**config.mk**
```make
export PLATFORM = sky130hd
export DESIGN_NAME = extend_unit
export DESIGN_NICKNAME = d
export VERILOG_FILES = /design/src/rtl/extend_pkg.sv /design/src/rtl/extend_core.sv /design/src/rtl/extend_unit.sv
export SDC_FILE = /design/constraint.sdc
export NUM_CORES = 1
export LEC_CHECK = 0
export CAP_MARGIN = 10
export CORE_MARGIN = 2
export CORE_UTILIZATION = 34
export DETAILED_ROUTE_END_ITERATION = 12
export PLACE_DENSITY = 0.84
export SLEW_MARGIN = 30
export SYNTH_ARGS = -nofsm -noshare
export SYNTH_HDL_FRONTEND = slang
export SYNTH_SLANG_ARGS = --single-unit
```
**constraint.sdc**
```tcl
create_clock -name CLK -period 1.2 [get_ports CLK]
set_input_delay 0.18 -clock CLK [delete_from_list [all_inputs] [get_ports CLK]]
set_output_delay 0.18 -clock CLK [all_outputs]
set_load 0.02 [all_outputs]
```
**src/rtl/extend_pkg.sv**
```systemverilog
// rtl/extend_pkg.sv - shared constants for the immediate extender
// Contents:
//   EXT_ZERO / EXT_SIGN : values of the ExtSel mode select
//   IMM_W / WORD_W      : default immediate and datapath widths
package extend_pkg;

  localparam logic EXT_ZERO = 1'b0;
  localparam logic EXT_SIGN = 1'b1;

  localparam int IMM_W  = 16;
  localparam int WORD_W = 32;

endpackage

```
**src/rtl/extend_core.sv**
```systemverilog
// rtl/extend_core.sv - combinational zero/sign (and optional LUI) extension
// Optional feature macro: EXTEND_LUI_EN (adds ext_lui, upper-immediate form)
// Ports:
//   ext_addr [IN_W]  : immediate field to widen
//   ext_sel          : EXT_ZERO = zero-extend, EXT_SIGN = sign-extend
//   ext_lui          : (EXTEND_LUI_EN only) place immediate in the upper bits
//   ext_out  [OUT_W] : widened value
module extend_core
  import extend_pkg::*;
#(
  parameter int IN_W  = IMM_W,
  parameter int OUT_W = WORD_W
) (
  input  logic [IN_W-1:0]  ext_addr,
  input  logic             ext_sel,
`ifdef EXTEND_LUI_EN
  input  logic             ext_lui,
`endif
  output logic [OUT_W-1:0] ext_out
);

  // Number of fill bits added above (or, for LUI, below) the immediate.
  localparam int PAD_W = OUT_W - IN_W;

  always_comb begin
    ext_out = {{PAD_W{1'b0}}, ext_addr};
    if (ext_sel == EXT_SIGN) begin
      ext_out = {{PAD_W{ext_addr[IN_W-1]}}, ext_addr};
    end
`ifdef EXTEND_LUI_EN
    // LUI overrides either extension mode.
    if (ext_lui) begin
      ext_out = {ext_addr, {PAD_W{1'b0}}};
    end
`endif
  end

endmodule

```
**src/rtl/extend_unit.sv**
```systemverilog
// rtl/extend_unit.sv - registered immediate extender with one-cycle valid strobe
// Optional feature macro: EXTEND_LUI_EN (adds ExtLui input)
// Ports:
//   CLK              : clock, rising edge
//   Reset            : synchronous active-high reset, wins over ExtEn
//   ExtEn            : capture ExtAddr/ExtSel this cycle
//   ExtAddr [IN_W]   : immediate field
//   ExtSel           : 0 = zero-extend, 1 = sign-extend
//   ExtLui           : (EXTEND_LUI_EN only) upper-immediate form, beats ExtSel
//   ExtOut  [OUT_W]  : registered result, holds while ExtEn is low
//   ExtValid         : high one cycle after each accepted ExtEn
module extend_unit
  import extend_pkg::*;
#(
  parameter int IN_W  = IMM_W,
  parameter int OUT_W = WORD_W   // must exceed IN_W
) (
  input  logic             CLK,
  input  logic             Reset,
  input  logic             ExtEn,
  input  logic [IN_W-1:0]  ExtAddr,
  input  logic             ExtSel,
`ifdef EXTEND_LUI_EN
  input  logic             ExtLui,
`endif
  output logic [OUT_W-1:0] ExtOut,
  output logic             ExtValid
);

  logic [OUT_W-1:0] ext_val;
  logic [OUT_W-1:0] ext_out_d, ext_out_q;
  logic             ext_valid_d, ext_valid_q;

  extend_core #(
    .IN_W  (IN_W),
    .OUT_W (OUT_W)
  ) u_core (
    .ext_addr (ExtAddr),
    .ext_sel  (ExtSel),
`ifdef EXTEND_LUI_EN
    .ext_lui  (ExtLui),
`endif
    .ext_out  (ext_val)
  );

  // Result register holds when no new immediate is offered; valid is a pure
  // one-cycle echo of ExtEn so back-to-back inputs keep it high.
  always_comb begin
    ext_out_d   = ext_out_q;
    ext_valid_d = ExtEn;
    if (ExtEn) begin
      ext_out_d = ext_val;
    end
  end

  always_ff @(posedge CLK) begin
    if (Reset) begin
      ext_out_q   <= '0;
      ext_valid_q <= 1'b0;
    end else begin
      ext_out_q   <= ext_out_d;
      ext_valid_q <= ext_valid_d;
    end
  end

  assign ExtOut   = ext_out_q;
  assign ExtValid = ext_valid_q;

endmodule

```
Yosys cells after proc, flatten, opt, wreduce, memory -nomap -nowiden. Index checks and enable logic that the tools add are counted.

Logic and storage cells: 3. Bits in read-only memories: 0. Memories: 0. Latch bits: 0. RAM bits: 0. Flip-flop bits (word level): 33.

Bitwise operators: 0. $mul: 0. Reductions and logical operators: 0. Add/sub/neg operators: 0. $lt $le $gt $ge: 0. Muxes and demuxes: 1. Equal/unequal tests: 0. Div/mod/pow operators: 0. Shifts and indexed selects: 0.

Operators by type and width (count): $mux 32 (1).

Longest topological paths before layout. Gate-level depths: netlist of run 1.

Word-level depth: 1. Gate-level depth with buffers: 4. Depth with buffers taken out: 2.

By module. Synthesis of run 1 repeated with hierarchy kept, for this count alone.

Cell total of the unflattened synthesis: 138. Area, all modules: 1441.4 um2.

Modules (own cells, without submodules): extend_unit (sequential area each 660.6 um2, cells an instance 106, times used 1, area each 1202.4 um2); extend_core (sequential area each 0.0 um2, cells an instance 32, times used 1, area each 239.0 um2).

Worst setup path after synthesis of run 1. OpenSTA, ideal clock, no wires.

Path type: register to output. From: register, netlist name ExtOut[30]. To: output ExtOut[17]. Data required time: 1.020 ns. Data arrival time: 0.897 ns. Stages on the path, launching flop included: 2. Slack: 0.123 ns. Cell sequence: dfxtp_1 -> buf_4.

RTL lines: to (decl) (RTL line extend_unit.sv:26) `output logic [OUT_W-1:0] ExtOut,`.

Final worst setup path of run 1.
From: register ext_out_q[15], in the netlist ExtOut[15]. To: output ExtOut[15].

RTL lines: from (decl) (RTL line extend_unit.sv:31) `logic [OUT_W-1:0] ext_out_d, ext_out_q;`; from (signal assigned) (RTL line extend_unit.sv:61) `ext_out_q <= ext_out_d;`.

No word-level cell between the ends.

==> out/qor.yml, run 1 <==
grt_pass1_vias: 617
cap_violations: 0
dp_hpwl_mm: 1.22
synth-compound-area-share_pct: 0.657
timing_worst_setup_path_type: "reg -> out"
initial_utilization_pct: 35.1
path_buf_inv: 1
drive_gt1_share_pct: 22.1
grt_pass1_wl_mm: 2.71
path_clk_slew_ns: 0.10
areaGrowthSynthToFinish_pct: 51.7
synth_adder_area_share_pct: 0
vias_per_cell: 4.33
grt_max_degree: 20
synthSimpleGateAreaFrac_pct: 10.8
routed-via-count: 610
tritoncts: "yes"
hold_viol_final: 0
ios: 53
syn_avg_cell_area_um2: 10.4
cpPeakStageDelay_ns: 0.34
gp_congestion: 0.604
num-fill-cells: 235
syn-cell-area_um2: 762
cp_data_required_time_ns: 1.02
clockRootBuffer: "clkbuf_4"
worst_pin_slew_ns: 0.222
setup_viol: 0
ys_ff_latch: 18
cts_setup_buffers: 0
arrival_ns: 0.96
cp_slowest_cell: "dfxtp_1"
slew_headroom_pct: 85.3
cts.sink_count: 18
port_buffers: 52
overflow: 0
synth_nets: 93
ir_drop_v: 0.000791
cp_cell_sequence: "dlygate4sd2_1"
holdBufCountCts: 0
hp-class: "in -> reg"
final_nets: 134
antenna_cells: 0
whs_ns: 0.479
cts-htree-levels: 1
syn_inst: 73
dr.pass1.iters: 2
synth_top_family_by_area: "multiplexers"
finalCriticalPeriod_ns: 1.14
placementRows: 17
ant_nets: 0
critPathLaunchType: "flop"
fp.dieArea_um2: 2640
power.leakage_nw: 0.587
wirelength_mm: 1.67
clk_latency_ns: 0.28
power.total_mw: 1.30
drtIter0Drc: 2
finalCritPeriodShare_pct: 95.3
synth_seq_area_share_pct: 47.3
cpLargestDelayFamily: "flip-flops"
cp-end-kind: "primary output"
ys_warn_count: 0
critPathMaxFanout: 2
die_w_um: 51.3
grt_setup_unrepaired: "false"
slew_viol_final: 0
cellPowerDensity_nw_per_um2: 1120
fp.dieH_um: 51.3
grt_use_total_pct: 14.0
numCtsBuffers: 3
synth_xor_xnor_area_share_pct: 0
fmax_ghz: 0.875
outcome: "complete, no violations"
drcViolationCount: 0
ys_types: 11
fin_skew_ns: 0
clock_path_buffers: 2
yosys-mux-area-fraction_pct: 21.0
antenna_found_initial: 0
avgRoutedWirePerCell_um: 11.9
coreArea_um2: 2170
[flip-flops by register name, indices dropped and copies added, names as in the netlist]
name,count
ExtValid,1
ExtOut,17
[cells in the mapped netlist (all sizes together)]
master,n,area share [%]
buf,19,20
mux2i,16,21
a21oi,1,0.66
nand2b,1,0.82
nor2b,1,0.82
nand3,1,1.3
nor2,16,7.9
dfxtp,18,47
[worst paths after layout]
path | from | end | slack [ns] | cells after the start
max | ExtOut[15]$_SDFFE_PP0P_ | ExtOut[15] | 0.06 | 1
min | ExtSel | ExtOut[30]$_SDFFE_PP0P_ | 0.48 | 3
max reg2reg | ExtOut[30]$_SDFFE_PP0P_ | ExtOut[30]$_SDFFE_PP0P_ | 0.48 | 3
min reg2reg | ExtOut[2]$_SDFFE_PP0P_ | ExtOut[2]$_SDFFE_PP0P_ | 0.50 | 2
[metal layers]
layer | track usage (%) | share of wire, % | wire length (um) | up-vias
met1 | 14.4 | 36 | 596 | 273
met4 | 7.89 | 1.6 | 27 | 0
met3 | 4.09 | 11 | 182 | 2
met2 | 25.1 | 52 | 864 | 33
met5 | 0 | 0 | 0 | -
li1 | - | - | - | 302
[power by group]
part	switching [mW]	internal [mW]	leakage (nW)	total, mW
clock	0.179	0.184	0.0210	0.363
combinational	0.142	0.147	0.417	0.289
sequential	0.0163	0.632	0.149	0.649
[cell type report]
cell class	instances	area (um^2)	area share (%)
clock buffers	4	36.3	3.14
multi-input cells	36	248	21.4
flip-flops and latches	18	362	31.3
well taps	28	35.0	3.03
repair buffers	55	475	41.1
[cells in the final DEF, fill, tap and decap left out]
cell type        count
a21oi_1              1
buf_12               2
buf_2               16
buf_4                1
clkbuf_4             3
clkbuf_8             1
clkdlybuf4s15_1      7
clkdlybuf4s50_1     19
dfxtp_1             17
dfxtp_2              1
dlygate4sd2_1       10
mux2i_1             16
nand2b_1             1
nand3_2              1
nor2_1              16
nor2b_1              1
[cells by family (layout without fill, tap and decap cells)]
logic type	Yosys count	after routing
buffers and inverters	19	59
AO/OA/AOI/OAI	1	1
multiplexers	16	16
flip-flops	18	18
AND/OR/NAND/NOR	19	19
[per-stage QoR]
stage	util [%]	instances	area [um^2]	worst slack, ns	TNS, ns
after detailed placement	55.8	137	1210	-0.0857	-1.92
after global placement	55.8	137	1210	-0.0464	-1.21
after global routing	53.3	141	1160	0.0000533	0
final	53.3	141	1160	0.0565	0
after CTS	52.9	141	1150	0.0263	0
after floorplan	-	73	762	0.123	0
[what timing repair did]
action                     CTS  global route
pin swaps                    0             0
setup endpoints to repair   33             7
hold endpoints to repair     0             0
gates resized for setup     82             7
Note: power is estimated with default switching activity, not from simulation.
==> run 2: changes to the inputs <==
--- a/config.mk
+++ b/config.mk
@@ -5,6 +5,7 @@
 export SDC_FILE = /design/constraint.sdc
 export NUM_CORES = 1
 export LEC_CHECK = 0
+export ABC_AREA = 1
 export CAP_MARGIN = 10
 export CORE_MARGIN = 2
 export CORE_UTILIZATION = 34
==> out/qor.yml, run 2 <==
placementRows: 17
cellPowerDensity_nw_per_um2: 1150
grt_max_degree: 19
synth_xor_xnor_area_share_pct: 0
ys_warn_count: 0
synth_top_family_by_area: "buffers and inverters"
synth_nets: 111
yosys-mux-area-fraction_pct: 0
syn_avg_cell_area_um2: 8.30
final_nets: 152
grt_pass1_vias: 696
p_int_mw: 0.961
cpPeakStageDelay_ns: 0.35
numCtsBuffers: 3
dr_wl_met3_um: 171
clock_path_buffers: 2
power_frac_comb_pct: 22.9
critPathMaxFanout: 2
routed-via-count: 695
wl_met1_um: 700
synth_adder_area_share_pct: 0
async_flop_share_pct: 0
cpLargestDelayFamily: "flip-flops"
power.leakage_nw: 0.568
synth-compound-area-share_pct: 11.3
setup_viol: 0
tritoncts: "yes"
die_w_um: 51.1
cts.sink_count: 18
cp_slowest_cell: "dfxtp_1"
largest_register_ffs: 17
arrival_ns: 0.97
synth_ff_type: "dfxtp_1"
power.total_mw: 1.32
place_area_um2: 1200
cap_violations: 0
holdBufCountCts: 0
synth_top_area_share_pct: 47.7
grt_pass1_wl_mm: 3.08
antenna_found_initial: 0
finalCritPeriodShare_pct: 95.5
ys_top_cells_by_count: "nor2_1, dfxtp_1, buf_4"
slew_headroom_pct: 85.2
mostFrequentLayoutCells: "nor2_1, clkdlybuf4s50_1, dfxtp_1, buf_2, dlygate4sd2_1"
antenna_cells: 0
cp_data_required_time_ns: 1.02
hp-class: "reg -> reg"
final_common_cell: "nor2_1"
worst_pin_slew_ns: 0.224
yosysMostFrequentCell: "nor2_1"
path_clk_slew_ns: 0.10
port_buffers: 52
drcViolationCount: 0
fp.dieArea_um2: 2620
p_sw_share_pct: 26.9
wl_met2_um: 944
drive_gt1_share_pct: 22.1
grt_use_total_pct: 15.2
syn_inst: 91
cp-end-kind: "primary output"
finish.utilization_pct: 53.2
clk_latency_ns: 0.28
ir_drop_v: 0.000660
ant_nets: 0
slew_viol_final: 0
grt_setup_unrepaired: "false"
drtIter0Drc: 6
path_buf_inv: 1
gp_congestion: 0.655
dp_hpwl_mm: 1.36
synth_seq_area_share_pct: 47.7
ys_types: 14
wirelength_mm: 1.82
timing_worst_setup_path_type: "reg -> out"
outcome: "complete, no violations"
yosysTopAreaCell: "dfxtp_1"
hold_viol_final: 0
areaGrowthSynthToFinish_pct: 51.2
seqPwrFrac_pct: 49.8
p_sw_mw: 0.354
avgRoutedWirePerCell_um: 11.4
stdcell_count: 159
fp.dieH_um: 51.1
ys_ff_latch: 18
initial_utilization_pct: 35.2
vias_per_cell: 4.37
fin_skew_ns: 0
top_layer: "met3"
fmax_ghz: 0.873
cp_cell_sequence: "dlygate4sd2_1"
clockRootBuffer: "clkbuf_4"
overflow: 0
finalCriticalPeriod_ns: 1.15
fin_tns_setup_ns: 0
design_area_um2: 1140
yosys-top-cells-area: "dfxtp_1, buf_4, nor2_1"
syn-cell-area_um2: 756
synthSimpleGateAreaFrac_pct: 18.5
p_clk_share_pct: 27.3
dp.cells: 155
coreArea_um2: 2150
dr.pass1.iters: 4
critPathLaunchType: "flop"
synth_edf_count: 0
cts-htree-levels: 1
ios: 53
## run 2: worst register-to-register path, stage by stage (launching register included)
cell     delay [ns]
dfxtp_2        0.35
buf_12         0.12
nand2_1        0.05
a21oi_1        0.14
## run 2: stage by stage
step                      worst slack [ns]  hold slack (ns)
after global routing               0.00271            0.477
final                               0.0541            0.467
after global placement             -0.0484            0.459
after floorplan                      0.123            0.249
after detailed placement           -0.0727            0.463
after CTS                           0.0305            0.464
## run 2: worst paths after layout
path	to	cells after the start	slack, ns	startpoint
min	ExtOut[15]$_SDFFE_PP0P_	2	0.47	ExtOut[15]$_SDFFE_PP0P_
max	ExtOut[5]	1	0.05	ExtOut[5]$_SDFFE_PP0P_
max reg2reg	ExtOut[30]$_SDFFE_PP0P_	3	0.47	ExtOut[30]$_SDFFE_PP0P_
min reg2reg	ExtOut[15]$_SDFFE_PP0P_	2	0.47	ExtOut[15]$_SDFFE_PP0P_
## run 2: repair_timing
item | in CTS | in global routing
buffers inserted | 0 | 0
gates resized for setup | 82 | 2
endpoints found under the setup margin | 33 | 2
## run 2: area by class of cell
type / instances / area, um^2
multi-input cells: 52 / 225
flip-flops and latches: 18 / 362
inverters: 2 / 15.0
clock buffers: 4 / 36.3
well taps: 28 / 35.0
repair buffers: 55 / 469
fillers: 222 / 1010
## run 2: cell families (layout without fill, tap and decap cells)
kind of cell           Yosys count  in the layout
and+or+nand+nor                 35             35
buffers and inverters           21             61
DFF                             18             18
AOI/OAI and AO/OA               17             17
## run 2: power by group through the flow
| stage | logic (mW) | clock network (mW) | registers, mW |
|---|---|---|---|
| after global routing | 0.326 | 0.399 | 0.661 |
| after global placement | 0.341 | 0 | 0.667 |
| after CTS | 0.303 | 0.372 | 0.656 |
| after detailed placement | 0.348 | 0 | 0.670 |
| final | 0.301 | 0.359 | 0.655 |
| after floorplan | 0.125 | 0 | 0.720 |
## run 2: layer usage
metal | vias to the layer above | global-route usage, %
met5 | - | 0
met4 | 0 | 6.31
met3 | 0 | 2.92
met2 | 27 | 27.9
met1 | 316 | 16.8
li1 | 352 | -
==> RTL edit 1, RTL diff (settings of run 1) <==
The option `EXTEND_LUI_EN` is turned on by a define.
--- a/src/rtl/extend_core.sv
+++ b/src/rtl/extend_core.sv
@@ -5,6 +5,8 @@
 //   ext_sel          : EXT_ZERO = zero-extend, EXT_SIGN = sign-extend
 //   ext_lui          : (EXTEND_LUI_EN only) place immediate in the upper bits
 //   ext_out  [OUT_W] : widened value
+`define EXTEND_LUI_EN
+
 module extend_core
   import extend_pkg::*;
 #(
Ports: changed (added ExtLui); port bits go from 53 to 54. The function was not compared with the original's and may differ.
==> RTL edit 1 against run 1 <==
- routed wire length is 99% higher
- sequential power rose by 82%
- area after synthesis is 85% higher
- setup slack worse by 0.0077 ns
- cell area is 74% higher
- core utilization down 2.9 points
- count of clock-buffer cells in the layout grew 1
- hold slack worse by 0.074 ns
- sequential share of layout area increased by 1.5 points
- clock skew unchanged
- sequential cell count up 15
- total power up 88%
- critical endpoint is now ExtOut[5]
- highest routed layer unchanged
==> RTL edit 1: results (changes against run 1) <==
run_status: "completed"
synthesis.nets: 167  # +80%
drt_wl_total_mm: 3.318  # +99%
yosys.cell_types.count: 15  # +4
firstDrtPassIters: 4  # +2
grt_pass1_wl_mm: 5.292  # +95%
skew_pair_late_insertion_delay_ns: 0.29
clock_power_w: 0.000820  # +130%
power.switching_w: 0.0006807  # +100%
placed_area_mm2: 0.001968  # +63%
power_leakage_nw: 0.8371  # +43%
register_area_um2: 660.6  # +83%
fill_cells: 398  # +69%
post_synthesis_mean_instance_area_um2: 9.667  # -7.4%
peakVddDrop_v: 0.0005743  # -27%
drt_first_iter_violations: 58  # +56
synthTopCellsByCount: "sky130_fd_sc_hd__dfxtp_1 (33), sky130_fd_sc_hd__a21oi_1 (17), sky130_fd_sc_hd__nand2b_1 (17)"
wire_per_inst_um: 13.49  # +14%
first_global_vias: 1126  # +82%
total_clock_buffers_created_by_cts: 5  # +2
seq_power_share: 0.484  # -0.015
io_buffers: 53  # +1.9%
netlist_top_cells_area: "sky130_fd_sc_hd__dfxtp_1 (47%), sky130_fd_sc_hd__a311oi_2 (11%), sky130_fd_sc_hd__nand3b_1 (8.5%), sky130_fd_sc_hd__nand2b_1 (7.5%), sky130_fd_sc_hd__a21oi_1 (6.0%)"
number_of_flip_flops_under_the_largest_register_name: 32  # +15
pre_cts_ws_ns: -0.1907  # -0.1050 ns
largest_net_degree_at_the_start_of_global_routing: 66  # +230%
sequential_element_share_of_the_synthesized_area: 0.4681  # -0.004821
worst_path_max_delay_cell: "sky130_fd_sc_hd__dlygate4sd2_1"
gp_routability_congestion: 0.8319  # +38%
htree_num_levels: 2  # +1
dp.cells: 238  # +74%
nets: 216  # +61%
critPathTopFamily: "buffers and inverters"
p_clk_frac: 0.336  # +0.057
groute.usage.overall: 0.1554  # +0.01544
worst_slew_pin_slew_ns: 0.2549  # +0.03304 ns
clockRootBuffer: "sky130_fd_sc_hd__clkbuf_8"
post_route_cells_drive_above_1_share: 0.1224  # -0.09879
path_clk_slew_ns: 0.07  # -0.03 ns
routed_via_density: 4.817  # +11%
RTL edit 1: changes by cell type after synthesis, moves of 2 or more:
cell	change
sky130_fd_sc_hd__a311oi_1	+5
sky130_fd_sc_hd__nand3b_1	+16
sky130_fd_sc_hd__buf_6	+2
sky130_fd_sc_hd__dfxtp_1	+15
sky130_fd_sc_hd__a311oi_2	+10
sky130_fd_sc_hd__buf_2	+2
sky130_fd_sc_hd__nand2_1	+15
sky130_fd_sc_hd__a21oi_1	+16
sky130_fd_sc_hd__mux2i_1	-16
sky130_fd_sc_hd__clkbuf_1	+4
sky130_fd_sc_hd__nand2b_1	+16
sky130_fd_sc_hd__buf_4	-11
RTL edit 1: per-layer routing:
metal | GRT usage | routed length, um
met1 | 0.2020 | 1536
met2 | 0.2236 | 1499
met3 | 0.05592 | 213
met4 | 0.08000 | 69
met5 | 0 | 0
RTL edit 1: logic make-up after synthesis:
| group | after synthesis | synth area share |
|---|---|---|
| flops | 33 | 0.4681 |
| buf+inv | 15 | 0.07003 |
| simple gates | 65 | 0.2589 |
| compound gates | 33 | 0.2030 |
RTL edit 1: cell type report:
type / count / share of cell area
flip-flops and latches: 33 / 0.3280
multi-input cells: 98 / 0.3236
repair buffers: 57 / 0.2745
clock inverters: 3 / 0.008696
well taps: 50 / 0.03106
clock buffers: 5 / 0.03416
RTL edit 1: worst paths after layout:
check | start | end | slack (ns) | depth (start not counted)
worst max-delay path | ExtOut[5] | ExtOut[5] | 0.05 | 1
worst min-delay path | ExtEn | ExtValid | 0.40 | 3
worst max register to register | ExtOut[27] | ExtOut[27] | 0.50 | 2
worst min register to register | ExtOut[2] | ExtOut[2] | 0.47 | 2
RTL edit 1: timing repair:
item	CTS	global route
hold buffers	0	0
resized for setup	33	1
setup endpoints to repair	33	1
==> RTL edit 2, RTL diff (config.mk and constraints of run 1) <==
Without the edit above. Make the reset (`Reset`) asynchronous in one clocked block. Comments in the files are not updated.
--- a/src/rtl/extend_unit.sv
+++ b/src/rtl/extend_unit.sv
@@ -53,7 +53,7 @@
     end
   end
 
-  always_ff @(posedge CLK) begin
+  always_ff @(posedge CLK or posedge Reset) begin
     if (Reset) begin
       ext_out_q   <= '0;
       ext_valid_q <= 1'b0;
Formal check against the unedited RTL: differs if Reset is asserted again (counterexample within 4 cycles, from zero or initial values and one cycle with Reset high); with Reset held inactive, the same outputs for 10 cycles.
==> RTL edit 2 against run 1 <==
- the flow now finishes with violations (negative setup slack)
- sequential power up 6.9%
- hold slack got worse by 0.26 ns
- routed wire length increased by 2.6%
- setup slack worse by 0.14 ns
- cell area increased by 19%
- sequential cell count did not move
- total power rose by 16%
- area after synthesis rose by 7.9%
- global-route usage grew 0.19 points
- via count down 12%
==> RTL edit 2: results (changes against run 1) <==
seq_cell_power_w: 0.000694  # +6.9%
synth-warning-count: 0  # unchanged
top_signal_layer_used: "met4"
drt_first_iter_violations: 0  # -2
fill_cells: 183  # -22%
met3_wirelength_um: 174  # -4.4%
place_hpwl_mm: 1.307  # +7.3%
setup-violations-final: 13  # +13
critical_path_arrival_ns: 1.10  # +0.14 ns
finish.utilization: 0.6104  # +0.07756
pre_cts_ws_ns: -0.1501  # -0.06441 ns
path_clk_slew_ns: 0.08  # -0.02 ns
run_status: "finished with violations"
ys_dominant_reg_cell: "sky130_fd_sc_hd__dfrtp_1"
internal-power_w: 0.001084  # +13%
max-slew-margin-rel: 0.8548  # +0.002197
global_route.usage.met1: 0.1754  # +0.03126
worst_path_max_delay_cell: "sky130_fd_sc_hd__dfrtp_1"
fraction_of_the_mapped_netlist_area_in_compound_gates: 0.006088  # -0.0004799
wl_met2_um: 819  # -5.2%
sequential_element_share_of_the_synthesized_area: 0.5479  # +0.07504
yosys.cell_types.count: 9  # -2
nets: 124  # -7.5%
cpPeakStageDelay_ns: 0.42  # +0.08 ns
layout_setup_ws_ns: -0.07923  # -0.1358 ns
routed_via_density: 4.131  # -4.5%
first_global_vias: 536  # -13%
synth-adder-area-share: 0  # unchanged
share_comb_of_total_power: 0.359  # +0.137
holdCritPathClass: "primary input to asynchronous set/reset pin"
power_leakage_nw: 0.6429  # +9.6%
synthTopCellsByCount: "sky130_fd_sc_hd__dfrtp_1 (18), sky130_fd_sc_hd__buf_4 (15), sky130_fd_sc_hd__mux2_2 (8), sky130_fd_sc_hd__mux2_4 (8), sky130_fd_sc_hd__inv_1 (2)"
synthesis.instances: 55  # -25%
globalRouteMet3Util: 0.06780  # +0.02686
post_synthesis_mux_area_share: 0.2557  # +0.04553
p_clk_frac: 0.182  # -0.097
gp_routability_congestion: 0.6222  # +3.1%
async_reset_ff_frac: 1.000  # +1.000
synthesis.nets: 75  # -19%
violated_checks: "negative setup slack"
cts_setup_buffers: 2  # +2
grt_pass1_wl_mm: 2.732  # +0.77%
peakVddDrop_v: 0.0006256  # -21%
placed_area_mm2: 0.001289  # +6.4%
drt-met1-wl_um: 691  # +16%
wire_per_inst_um: 13.19  # +11%
m2_gr_usage: 0.2146  # -0.03650
timing.critical_path.fanout_max: 6  # +4
post_route_cells_drive_above_1_share: 0.4412  # +0.2199
drt_wl_total_mm: 1.715  # +2.6%
firstDrtPassIters: 1  # -1
cts_repair_resize_count: 89  # +8.5%
fin_tns_setup_ns: -0.9655  # -0.9655 ns
netlist_top_cells_area: "sky130_fd_sc_hd__dfrtp_1 (55%), sky130_fd_sc_hd__mux2_4 (15%), sky130_fd_sc_hd__buf_4 (14%), sky130_fd_sc_hd__mux2_2 (11%), sky130_fd_sc_hd__buf_12 (2.4%)"
## RTL edit 2: changes by cell type after synthesis, sizes merged, moves of 2 or more
cell,run 1,this run
dfxtp,18,0
dfrtp,0,18
inv,0,2
buf,19,17
nor2,16,0
mux2,0,16
mux2i,16,0
## RTL edit 2: layout make-up
cell class	instances	share of cell area
timing repair buffer	61	0.4655
sequential	18	0.3273
tap	28	0.02545
multi-input combinational	18	0.1600
inverter	2	0.005455
clock buffer	3	0.01636
## RTL edit 2: final timing paths
path / from / slack (ns) / cells past startpoint / to
worst min-delay path: Reset / 0.22 / 3 / ExtOut[11]
worst max register to register: ExtOut[30] / 0.30 / 4 / ExtOut[30]
max in group asynchronous: Reset / 0.85 / 3 / ExtOut[2]
worst min register to register: ExtOut[4] / 0.51 / 1 / ExtOut[4]
min in group CLK: ExtSel / 0.50 / 3 / ExtOut[30]
worst max-delay path: ExtOut[30] / -0.08 / 3 / ExtOut[23]
